## src/rtl/ram_arbiter_if.sv

```systemverilog
// ram_arbiter_if: bus bundle between two requesters, the arbiter and one shared RAM
// Signals: p0_*/p1_* requester address, write data, read/write request pulses, read data and ack pulses;
//          mem_* RAM address, write data, request pulses, read data and acks.
// Modports: slave = arbiter view (serves requesters, drives RAM), master = requester/RAM view.
interface ram_arbiter_if;
  logic [31:0] p0_addr, p1_addr, p0_wdata, p1_wdata, p0_rdata, p1_rdata;
  logic p0_read_req, p1_read_req, p0_write_req, p1_write_req;
  logic p0_read_ack, p1_read_ack, p0_write_ack, p1_write_ack;
  logic [31:0] mem_addr, mem_wdata, mem_rdata;
  logic mem_read_req, mem_write_req, mem_read_ack, mem_write_ack;
  modport slave (
    input p0_addr, p1_addr, p0_wdata, p1_wdata,
    input p0_read_req, p1_read_req, p0_write_req, p1_write_req,
    output p0_rdata, p1_rdata, p0_read_ack, p1_read_ack, p0_write_ack, p1_write_ack,
    output mem_addr, mem_wdata, mem_read_req, mem_write_req,
    input mem_rdata, mem_read_ack, mem_write_ack
  );
  modport master (
    output p0_addr, p1_addr, p0_wdata, p1_wdata,
    output p0_read_req, p1_read_req, p0_write_req, p1_write_req,
    input p0_rdata, p1_rdata, p0_read_ack, p1_read_ack, p0_write_ack, p1_write_ack,
    input mem_addr, mem_wdata, mem_read_req, mem_write_req,
    output mem_rdata, mem_read_ack, mem_write_ack
  );
endinterface

```

## src/rtl/ram_arbiter.sv

```systemverilog
// ram_arbiter: round-robin arbiter giving two requesters single-slot access to one shared RAM
// Ports: clk; rst_n (asynchronous, active-low); bus (ram_arbiter_if.slave, requester and RAM sides);
//        owner (requester of current/last transaction); busy (transaction in flight);
//        timeout_err (one-cycle pulse when a transaction is aborted).
// Option: define RAM_ARBITER_TIMEOUT_EN to abort a WAIT lasting TIMEOUT_CYCLES cycles, returning
//         TIMEOUT_DATA on reads; otherwise WAIT lasts until the RAM acks and timeout_err stays 0.
module ram_arbiter #(
  parameter int unsigned TIMEOUT_CYCLES = 255,
  parameter logic [31:0] TIMEOUT_DATA = 32'h0badf00d
) (
  input logic clk,
  input logic rst_n,
  ram_arbiter_if.slave bus,
  output logic owner,
  output logic busy,
  output logic timeout_err
);
  typedef enum logic {IDLE, WAIT} state_t;
  state_t state;
  logic [1:0] rd, wr, v, w, clr, rack, wack;
  logic [1:0][31:0] addr, wdata, a, d, rdata;
  logic [31:0] mem_addr, mem_wdata;
  logic mem_rd, mem_wr, win, grant, hit, tmo, fin;
  assign rd = {bus.p1_read_req, bus.p0_read_req};
  assign wr = {bus.p1_write_req, bus.p0_write_req};
  assign addr = {bus.p1_addr, bus.p0_addr};
  assign wdata = {bus.p1_wdata, bus.p0_wdata};
  assign bus.p0_rdata = rdata[0];
  assign bus.p1_rdata = rdata[1];
  assign bus.p0_read_ack = rack[0];
  assign bus.p1_read_ack = rack[1];
  assign bus.p0_write_ack = wack[0];
  assign bus.p1_write_ack = wack[1];
  assign bus.mem_addr = mem_addr;
  assign bus.mem_wdata = mem_wdata;
  assign bus.mem_read_req = mem_rd;
  assign bus.mem_write_req = mem_wr;
  // with both slots pending the requester that did not own the last transaction wins
  assign win = &v ? ~owner : v[1];
  assign grant = state == IDLE && |v;
  // only an ack of the type that was issued ends the transaction
  assign hit = state == WAIT && (w[owner] ? bus.mem_write_ack : bus.mem_read_ack);
  assign fin = hit | tmo;
  assign clr = {fin & owner, fin & ~owner};
`ifdef RAM_ARBITER_TIMEOUT_EN
  logic [7:0] cnt;
  assign tmo = state == WAIT && !hit && cnt == 8'(TIMEOUT_CYCLES - 1);
  always_ff @(posedge clk or negedge rst_n)
    if (!rst_n) begin
      cnt <= '0;
      timeout_err <= 1'b0;
    end else begin
      cnt <= state == WAIT ? cnt + 8'd1 : 8'd0;
      timeout_err <= tmo;
    end
`else
  assign tmo = 1'b0;
  assign timeout_err = 1'b0;
`endif
  always_ff @(posedge clk or negedge rst_n)
    if (!rst_n) begin
      state <= IDLE;
      v <= '0;
      w <= '0;
      a <= '0;
      d <= '0;
      rdata <= '0;
      rack <= '0;
      wack <= '0;
      mem_rd <= 1'b0;
      mem_wr <= 1'b0;
      mem_addr <= '0;
      mem_wdata <= '0;
      owner <= 1'b1;
      busy <= 1'b0;
    end else begin
      mem_rd <= 1'b0;
      mem_wr <= 1'b0;
      rack <= '0;
      wack <= '0;
      // a slot freed at this edge can take a new request at the same edge; write wins over read
      for (int i = 0; i < 2; i++)
        if ((rd[i] | wr[i]) & (clr[i] | ~v[i])) begin
          v[i] <= 1'b1;
          w[i] <= wr[i];
          a[i] <= addr[i];
          d[i] <= wdata[i];
        end else if (clr[i]) v[i] <= 1'b0;
      if (grant) begin
        mem_addr <= a[win];
        mem_wdata <= d[win];
        mem_rd <= ~w[win];
        mem_wr <= w[win];
        owner <= win;
        busy <= 1'b1;
        state <= WAIT;
      end else if (fin) begin
        if (!w[owner]) rdata[owner] <= hit ? bus.mem_rdata : TIMEOUT_DATA;
        rack[owner] <= ~w[owner];
        wack[owner] <= w[owner];
        busy <= 1'b0;
        state <= IDLE;
      end
    end
endmodule

```

## src/flat_wrapper.sv

```systemverilog
// flat-port wrapper written by rule: the top's interface ports become plain ports
module ram_arbiter_flat 
#(
  parameter int unsigned TIMEOUT_CYCLES = 255,
  parameter logic [31:0] TIMEOUT_DATA = 32'h0badf00d
)
  (clk, rst_n, owner, busy, timeout_err, bus_p0_addr, bus_p1_addr, bus_p0_wdata, bus_p1_wdata, bus_p0_read_req, bus_p1_read_req, bus_p0_write_req, bus_p1_write_req, bus_p0_rdata, bus_p1_rdata, bus_p0_read_ack, bus_p1_read_ack, bus_p0_write_ack, bus_p1_write_ack, bus_mem_addr, bus_mem_wdata, bus_mem_read_req, bus_mem_write_req, bus_mem_rdata, bus_mem_read_ack, bus_mem_write_ack);
  ram_arbiter_if bus_i ();
  input logic clk;
  input logic rst_n;
  output logic owner;
  output logic busy;
  output logic timeout_err;
  input wire logic [$bits(bus_i.p0_addr)-1:0] bus_p0_addr;
  input wire logic [$bits(bus_i.p1_addr)-1:0] bus_p1_addr;
  input wire logic [$bits(bus_i.p0_wdata)-1:0] bus_p0_wdata;
  input wire logic [$bits(bus_i.p1_wdata)-1:0] bus_p1_wdata;
  input wire logic [$bits(bus_i.p0_read_req)-1:0] bus_p0_read_req;
  input wire logic [$bits(bus_i.p1_read_req)-1:0] bus_p1_read_req;
  input wire logic [$bits(bus_i.p0_write_req)-1:0] bus_p0_write_req;
  input wire logic [$bits(bus_i.p1_write_req)-1:0] bus_p1_write_req;
  output wire logic [$bits(bus_i.p0_rdata)-1:0] bus_p0_rdata;
  output wire logic [$bits(bus_i.p1_rdata)-1:0] bus_p1_rdata;
  output wire logic [$bits(bus_i.p0_read_ack)-1:0] bus_p0_read_ack;
  output wire logic [$bits(bus_i.p1_read_ack)-1:0] bus_p1_read_ack;
  output wire logic [$bits(bus_i.p0_write_ack)-1:0] bus_p0_write_ack;
  output wire logic [$bits(bus_i.p1_write_ack)-1:0] bus_p1_write_ack;
  output wire logic [$bits(bus_i.mem_addr)-1:0] bus_mem_addr;
  output wire logic [$bits(bus_i.mem_wdata)-1:0] bus_mem_wdata;
  output wire logic [$bits(bus_i.mem_read_req)-1:0] bus_mem_read_req;
  output wire logic [$bits(bus_i.mem_write_req)-1:0] bus_mem_write_req;
  input wire logic [$bits(bus_i.mem_rdata)-1:0] bus_mem_rdata;
  input wire logic [$bits(bus_i.mem_read_ack)-1:0] bus_mem_read_ack;
  input wire logic [$bits(bus_i.mem_write_ack)-1:0] bus_mem_write_ack;
  assign bus_i.p0_addr = bus_p0_addr;
  assign bus_i.p1_addr = bus_p1_addr;
  assign bus_i.p0_wdata = bus_p0_wdata;
  assign bus_i.p1_wdata = bus_p1_wdata;
  assign bus_i.p0_read_req = bus_p0_read_req;
  assign bus_i.p1_read_req = bus_p1_read_req;
  assign bus_i.p0_write_req = bus_p0_write_req;
  assign bus_i.p1_write_req = bus_p1_write_req;
  assign bus_p0_rdata = bus_i.p0_rdata;
  assign bus_p1_rdata = bus_i.p1_rdata;
  assign bus_p0_read_ack = bus_i.p0_read_ack;
  assign bus_p1_read_ack = bus_i.p1_read_ack;
  assign bus_p0_write_ack = bus_i.p0_write_ack;
  assign bus_p1_write_ack = bus_i.p1_write_ack;
  assign bus_mem_addr = bus_i.mem_addr;
  assign bus_mem_wdata = bus_i.mem_wdata;
  assign bus_mem_read_req = bus_i.mem_read_req;
  assign bus_mem_write_req = bus_i.mem_write_req;
  assign bus_i.mem_rdata = bus_mem_rdata;
  assign bus_i.mem_read_ack = bus_mem_read_ack;
  assign bus_i.mem_write_ack = bus_mem_write_ack;
  ram_arbiter #(.TIMEOUT_CYCLES(TIMEOUT_CYCLES), .TIMEOUT_DATA(TIMEOUT_DATA)) u_core (.clk(clk), .rst_n(rst_n), .bus(bus_i), .owner(owner), .busy(busy), .timeout_err(timeout_err));
endmodule
```

## config.mk

```make
export PLATFORM = sky130hd
export DESIGN_NAME = ram_arbiter_flat
export DESIGN_NICKNAME = d
export VERILOG_FILES = /design/src/rtl/ram_arbiter_if.sv /design/src/rtl/ram_arbiter.sv /design/src/flat_wrapper.sv
export SDC_FILE = /design/constraint.sdc
export NUM_CORES = 1
export LEC_CHECK = 0
export ABC_AREA = 0
export CAP_MARGIN = 40
export CORE_MARGIN = 2
export CORE_UTILIZATION = 46
export DETAILED_ROUTE_END_ITERATION = 6
export PLACE_DENSITY = 0.88
export SYNTH_ARGS = -nofsm -noshare
export SYNTH_HDL_FRONTEND = slang
export SYNTH_SLANG_ARGS = --single-unit
```

## constraint.sdc

```tcl
create_clock -name clk -period 3.3 [get_ports clk]
set_input_delay 0.66 -clock clk [delete_from_list [all_inputs] [get_ports clk]]
set_output_delay 0.66 -clock clk [all_outputs]
set_load 0.005 [all_outputs]
```

### Word level (Yosys, flattened, before mapping)

Index checks and enable logic that the tools add are counted.
W data, S select, Z words.

| cells by class | value |
|---|---|
| bitwise logic cells | 17 |
| magnitude comparators | 3 |
| muxes and demuxes | 28 |
| reductions and logical operators | 9 |

Operator list:

| operator | count |
|---|---|
| $mux W32 | 6 |
| $bwmux W64 | 1 |
| $demux W32 S1 | 1 |
| $mux W1 | 15 |
| $mux W2 | 4 |
| $not A1 Y1 | 7 |
| $reduce_bool A2 Y1 | 3 |
| $and A1 B1 Y1 | 4 |
| $and A2 B2 Y2 | 2 |
| $lt A1 B2 Y1 const B | 2 |
| $or A1 B1 Y1 | 4 |
| $logic_and A1 B1 Y1 | 3 |
| $reduce_and A3 Y1 | 1 |
| $reduce_and A2 Y1 | 1 |
| $reduce_or A2 Y1 | 1 |
| $demux W1 S1 | 1 |
| $ge A1 B1 Y1 const B | 1 |

| word-level totals | value |
|---|---|
| input port bits | 168 |
| word-level logic and storage cells | 75 |
| register bits after elaboration | 268 |
| output and inout port bits | 137 |

### Logic depth before layout (Yosys ltp)

Gate-level depths: netlist (run 1).

| depth | value |
|---|---|
| word-level depth | 8 |
| mapped depth | 6 |
| mapped depth without buffers | 3 |

### Worst setup path before layout (run 1)

OpenSTA, ideal clock, no wires.

| timing path | value |
|---|---|
| path kind | input -> register |
| from | input port bus_p0_write_req |
| to | register u_core.a[12] (netlist bit) |
| stages | 4 |
| required time | 3164 ps |
| slack | 1631 ps |
| path buffers | 2 |
| data arrival time | 1533 ps |
| library setup time | 136 ps |
| cell sequence | nor2_1 buf_2 clkbuf_1 o32ai_1 |

| on the way | value |
|---|---|
| cells in the longest elaborated chain, start to end | 2 |

Ends and longest elaborated chain:

| item | line | source |
|---|---|---|
| from (decl) | flat_wrapper.sv:20 | `input wire logic [$bits(bus_i.p0_write_req)-1:0] bus_p0_write_req;` |
| $or A1 B1 Y1 | ram_arbiter.sv:83 | `if ((rd[i] \| wr[i]) & (clr[i] \| ~v[i])) begin` |
| $and A1 B1 Y1 | ram_arbiter.sv:83 |  |
| to (signal, indexed assignment) | ram_arbiter.sv:86 | `a[i] <= addr[i];` |
| to (decl) | ram_arbiter.sv:21 | `logic [1:0][31:0] addr, wdata, a, d, rdata;` |

No other way between the ends.
A chain may end at the register's enable or synchronous reset.

### Worst setup path in the final report (run 1)

| timing path | value |
|---|---|
| from | register u_core.owner |
| to | output port owner |

RTL lines:

| item | line | source |
|---|---|---|
| from (decl) | ram_arbiter.sv:14 | `output logic owner,` |
| from (signal assigned) | ram_arbiter.sv:94 | `owner <= win;` |
| to (decl) | flat_wrapper.sv:11 | `output logic owner;` |

No word-level cell between the ends.

==> reports/metrics.csv, run 1 <==
metric,value,unit
first_global_vias,9489,
rsz0062_at_grt,false,
cts_buffer_depth,3,
reg2reg_slack,1.07,ns
slew_headroom,44.7,%
status,finished clean,
vdd_ir_drop_max,0.000403,V
min_to,u_core.bus.mem_wdata[27],
cp.required,2.64,ns
clock_skew,0.00961,ns
drc,0,
yosys.area.top_type,dfrtp_1,
fin_nets,1476,
n_antenna_cell,0,
cts_root_buf,clkbuf_16,
cts_htree_levels,1,
setup_tns,0,ns
synthDistinctLibCells,38,
place.gp.congestion,0.821,
path_cells,clkdlybuf4s50_1,
regArea,6710,um2
worstPathMaxFanout,9,
synth_top_cell_area_share,58.4,%
synthTopCellsByArea,"dfrtp_1 58%, nand2_1 6.3%, mux2_2 6.3%, mux2i_1 5.9%, o32ai_1 4.7%",
tritoncts,yes,
drt_iter0_markers,896,
hold_viol,0,
clk_pin_slew_worst_paths,0.06,ns
critPathLaunchType,flop,
rows,57,
path_delay_family,flip-flops,
hold_depth,2,
boundaryPins,305,
synth_nets,1210,
finalCritPeriodShare,72.1,%
endpoint_kind,primary output,
vias,9154,
r2r-end,u_core.bus.mem_addr[24],
arrival,1.72,ns
syn_area_per_cell,11.0,um2
setup_slack,0.919,ns
drive_gt1_share,11.3,%
grt_util_all_layers,24.6,%
grt_overflow,0,
die_h,162,um
cap_violations,0,
min_period,2.38,ns
ys_ff_latch,268,
core_area,24400,um2
drt_first_pass_iters,6,
utilization,64.6,%
syn_area,11400,um2
cpPeakStageDelay,0.64,ns
synth_cells,1042,
grt_pass1_wl,51300,um
wl_per_cell,19.7,um
syn2layout_area_growth,37.7,%
tightest_slew,0.830,ns
ys.flop_type,dfrtp_1,
portBuffers,303,
place_ws,0.644,ns
yosysWarningCount,0,
viasPerCell,5.54,
antenna_found_initial,0,
clock_sinks,268,
critPathKind,reg -> out,
async_reset_ff_share,100,%
synth_edf_count,0,
dp_hpwl,22000,um
dieArea,26100,um2
grt_max_degree,110,
p_total,14.8,mW
yosysSeqAreaShare,58.6,%
multi_input_area,4030,um2
nFillCells,1827,
slowest_stage,dfstp_2,
ant_nets,0,
reg2reg_from,u_core.owner,
routed_wl,32600,um
clock.fmax,420,MHz
start_util,46.9,%
r2r_cells,4,
numCtsBuffers,27,
die_w,162,um
ctsResizeCount,0,
setup_viol,0,
critPathBufInv,1,
p_leak,7.16,nW
power.density,941,nW/um2
hp-start,u_core.bus.mem_wdata[27],
clock_latency,0.52,ns
hold_path.class,reg -> reg,
slew_violations,0,
## state kept, by name, summed over array words and instances, names as in the netlist
| name | cells |
|---|---|
| u_core.busy | 1 |
| u_core.w | 2 |
| u_core.bus.p1_rdata | 32 |
| u_core.bus.mem_read_req | 1 |
| u_core.d | 64 |
| u_core.owner | 1 |
| u_core.a | 64 |
| u_core.bus.p0_rdata | 32 |
| u_core.bus.mem_addr | 32 |
| u_core.bus.mem_write_req | 1 |
| u_core.v | 2 |
| u_core.rack | 2 |
| u_core.bus.mem_wdata | 32 |
| u_core.wack | 2 |
## final cells by class
| class | count | share of cell area, % |
|---|---|---|
| tap | 324 | 2.57 |
| clock buffer | 38 | 4.93 |
| multi-input combinational | 611 | 25.6 |
| inverter | 71 | 1.69 |
| clock inverter | 11 | 1.30 |
| sequential | 268 | 42.6 |
| timing repair buffer | 329 | 21.3 |
## kinds of logic after synthesis
| kind of cell | Yosys count | synth area share (%) |
|---|---|---|
| and+or+nand+nor | 271 | 10.1 |
| DFF | 268 | 58.6 |
| AOI/OAI and AO/OA | 206 | 12.3 |
| buffers and inverters | 163 | 6.62 |
| muxes | 133 | 12.3 |
| other | 1 | 0.0328 |
## how the worst max path moves through the flow
stage                        end              from  depth (start not counted)  slack (ns)
global route               owner      u_core.owner                          1        0.86
global placement     u_core.d[0]  bus_p0_write_req                          5        0.41
floorplan           u_core.a[12]  bus_p0_write_req                          4        1.63
detailed placement  u_core.a[45]  bus_p1_write_req                          5        0.64
CTS                        owner      u_core.owner                          1        0.89
finish                     owner      u_core.owner                          1        0.92
## stage by stage
step	hold WS [ns]	instances	instance area, um2
global route	0.507	1652	15700
CTS	0.483	1652	15700
finish	0.476	1652	15700
floorplan	0.364	1042	11400
detailed placement	0.469	1602	14800
global placement	0.460	1601	14700
## cell usage in the layout (no fill, tap or decap), drive strengths merged, types with 2 or more instances in the layout
| cell | synthesis | layout |
|---|---|---|
| nor3b | 2 | 2 |
| mux2 | 65 | 65 |
| dfrtp | 267 | 267 |
| nand3 | 64 | 64 |
| nand2 | 193 | 193 |
| mux2i | 68 | 68 |
| clkbuf | 31 | 38 |
| clkinv | 0 | 5 |
| a21bo | 2 | 2 |
| buf | 61 | 26 |
| bufinv | 0 | 6 |
| o22ai | 64 | 64 |
| nand2b | 3 | 3 |
| nor3 | 3 | 3 |
| o32ai | 64 | 64 |
| o21ai | 66 | 66 |
| inv | 71 | 71 |
| clkdlybuf4s50 | 0 | 302 |
| nor2 | 2 | 2 |
| o21bai | 3 | 3 |
## timing repair
| item | 4_1_cts | 5_1_grt |
|---|---|---|
| buffers inserted | 0 | 0 |
| hold endpoints to repair | 24 | 0 |
| hold buffers | 1 | 0 |
## report_power, final
part	internal, mW	leakage [nW]	switching, mW
clock network	2.10	0.486	1.26
registers	4.80	3.34	0.907
logic	3.05	3.33	2.70
## synth_stat cells (2+ instances only)
master	number
a21bo_2	2
buf_1	6
buf_2	38
buf_4	8
buf_6	9
clkbuf_1	31
dfrtp_1	267
inv_1	71
mux2_2	64
mux2i_1	68
nand2_1	193
nand2b_1	2
nand3_1	64
nor2_1	2
nor3_1	2
o21ai_0	66
o21bai_1	3
o22ai_1	64
o32ai_1	62
o32ai_2	2
## per-layer routing
layer | GRT usage (%) | share of wire, %
met2 | 41.4 | 49
met1 | 32.1 | 40
met5 | 0 | 0
met4 | 9.98 | 4.1
met3 | 4.16 | 7.3
(Power assumes the default switching activity.)
==> inputs of run 2 (changes only) <==
--- a/config.mk
+++ b/config.mk
@@ -8,9 +8,9 @@
 export ABC_AREA = 0
 export CAP_MARGIN = 40
 export CORE_MARGIN = 2
-export CORE_UTILIZATION = 46
+export CORE_UTILIZATION = 44
 export DETAILED_ROUTE_END_ITERATION = 6
-export PLACE_DENSITY = 0.88
+export PLACE_DENSITY = 0.89
 export SYNTH_ARGS = -nofsm -noshare
 export SYNTH_HDL_FRONTEND = slang
 export SYNTH_SLANG_ARGS = --single-unit
==> constraint.sdc (replaced) <==
create_clock -name clk -period 1.95 [get_ports clk]
set_input_delay 0.39 -clock clk [delete_from_list [all_inputs] [get_ports clk]]
set_output_delay 0.39 -clock clk [all_outputs]
set_load 0.005 [all_outputs]
==> reports/metrics.csv, run 2 (synthesis gave the netlist of run 1 again) <==
metric,value,unit
drc,0,
endpoint_kind,primary output,
hold_ws,0.334,ns
placed_cells,1628,
start_util,44.4,%
wl_per_cell,19.7,um
multi_input_area,4030,um2
place.gp.congestion,0.864,
viasPerCell,5.56,
regArea,6710,um2
clock_skew,0.0244,ns
slew_violations,0,
fin_nets,1492,
die_w,165,um
nFillCells,1919,
clock_sinks,268,
dp_hpwl,22200,um
drive_gt1_share,12.5,%
r2r_cells,4,
grt_pass1_wl,51200,um
cts_buffer_depth,3,
boundaryPins,305,
clk_pin_slew_worst_paths,0.06,ns
syn2layout_area_growth,40.1,%
rsz0062_at_grt,false,
core_area,25800,um2
p_total,25.2,mW
cts_htree_levels,1,
arrival,1.47,ns
dieArea,27300,um2
portBuffers,303,
numCtsBuffers,28,
min_period,1.86,ns
setup_viol,0,
vdd_ir_drop_max,0.000707,V
cpPeakStageDelay,0.63,ns
mostFrequentLayoutCells,"300 x clkdlybuf4s50_1, 266 x dfrtp_1, 193 x nand2_1",
tritoncts,yes,
top_regs,"u_core.a (64), u_core.d (64)",
cap_violations,0,
rows,59,
drt_first_pass_iters,6,
clock_latency,0.55,ns
path_delay_family,flip-flops,
vias,9358,
critPathLaunchType,flop,
grt_max_degree,68,
clock.fmax,536,MHz
critPathKind,reg -> out,
status,finished clean,
utilization,62.2,%
p_leak,7.28,nW
cts_root_buf,clkbuf_16,
antenna_found_initial,5,
first_global_vias,9418,
final_common_cell,clkdlybuf4s50_1,
power.density,1570,nW/um2
cp.depth,1,
setup_tns,0,ns
ant_nets,0,
die_h,165,um
tightest_slew,0.706,ns
worstPathMaxFanout,9,
hold_path.class,in -> async,
path_cells,dlygate4sd2_1,
hold_viol,0,
grt_util_all_layers,23.9,%
routed_wl,33100,um
finalCritPeriodShare,95.6,%
slowest_stage,dfstp_2,
finalNonFillerCells,1683,
critPathBufInv,1,
drt_iter0_markers,1043,
cp.required,1.56,ns
grt_overflow,0,
slew_headroom,52.8,%
[run 2: cell count changes in the layout (fill, tap and decap cells not counted)]
cell,previous run,this run
buf_12,8,23
dfrtp_2,0,1
diode_2,0,5
bufinv_16,6,3
clkdlybuf4s50_1,302,300
clkinvlp_4,0,2
buf_16,1,0
clkbuf_1,5,3
clkinv_4,0,1
dlygate4sd2_1,0,2
dfrtp_1,267,266
clkbuf_16,27,29
buf_4,16,17
[run 2: area by class of cell]
type | count | area share, %
Multi-Input combinational cell | 611 | 25.1
Inverter | 71 | 1.66
Sequential cell | 268 | 41.9
Tap cell | 335 | 2.61
Antenna cell | 5 | 0.0781
Clock inverter | 11 | 0.866
Timing Repair Buffer | 344 | 22.7
Clock buffer | 38 | 5.11
[run 2: metrics by stage]
step | area [um2] | worst slack (ns)
finish | 16000 | 0.0859
global route | 16000 | 0.0233
CTS | 16000 | 0.0623
detailed placement | 15100 | -0.0322
global placement | 15100 | -0.0128
floorplan | 11400 | 0.333
[run 2: worst paths after layout]
kind | start | end | slack (ns)
max in group asynchronous | rst_n | u_core.bus.p1_rdata[20] | 0.89
hold reg to reg | u_core.bus.mem_wdata[1] | u_core.bus.mem_wdata[1] | 0.48
hold / removal | rst_n | u_core.bus.p0_rdata[4] | 0.33
setup / recovery | u_core.owner | owner | 0.09
setup reg to reg | u_core.v[1] | u_core.bus.mem_addr[9] | 0.25
min in group clk | bus_p1_wdata[1] | u_core.d[33] | 0.41
[run 2: metal layers]
metal	vias up	global-route usage (%)	share of wire [%]
met5	-	0	0
met4	0	11.9	4.9
met3	110	3.95	8.1
met2	516	39.1	48
met1	4530	30.7	39
li1	4202	-	-
[run 2: power by group]
group,leakage (nW),switching [mW],internal [mW]
sequential,3.34,1.56,8.13
combinational,3.47,4.60,5.41
clock,0.470,2.20,3.32
[run 2: what timing repair did]
| item | in CTS | in global routing |
|---|---|---|
| setup buffers | 0 | 0 |
| hold endpoints to repair | 38 | 0 |
| endpoints found under the setup margin | 2 | 0 |
| hold buffers | 1 | 0 |
| gates resized for setup | 3 | 0 |
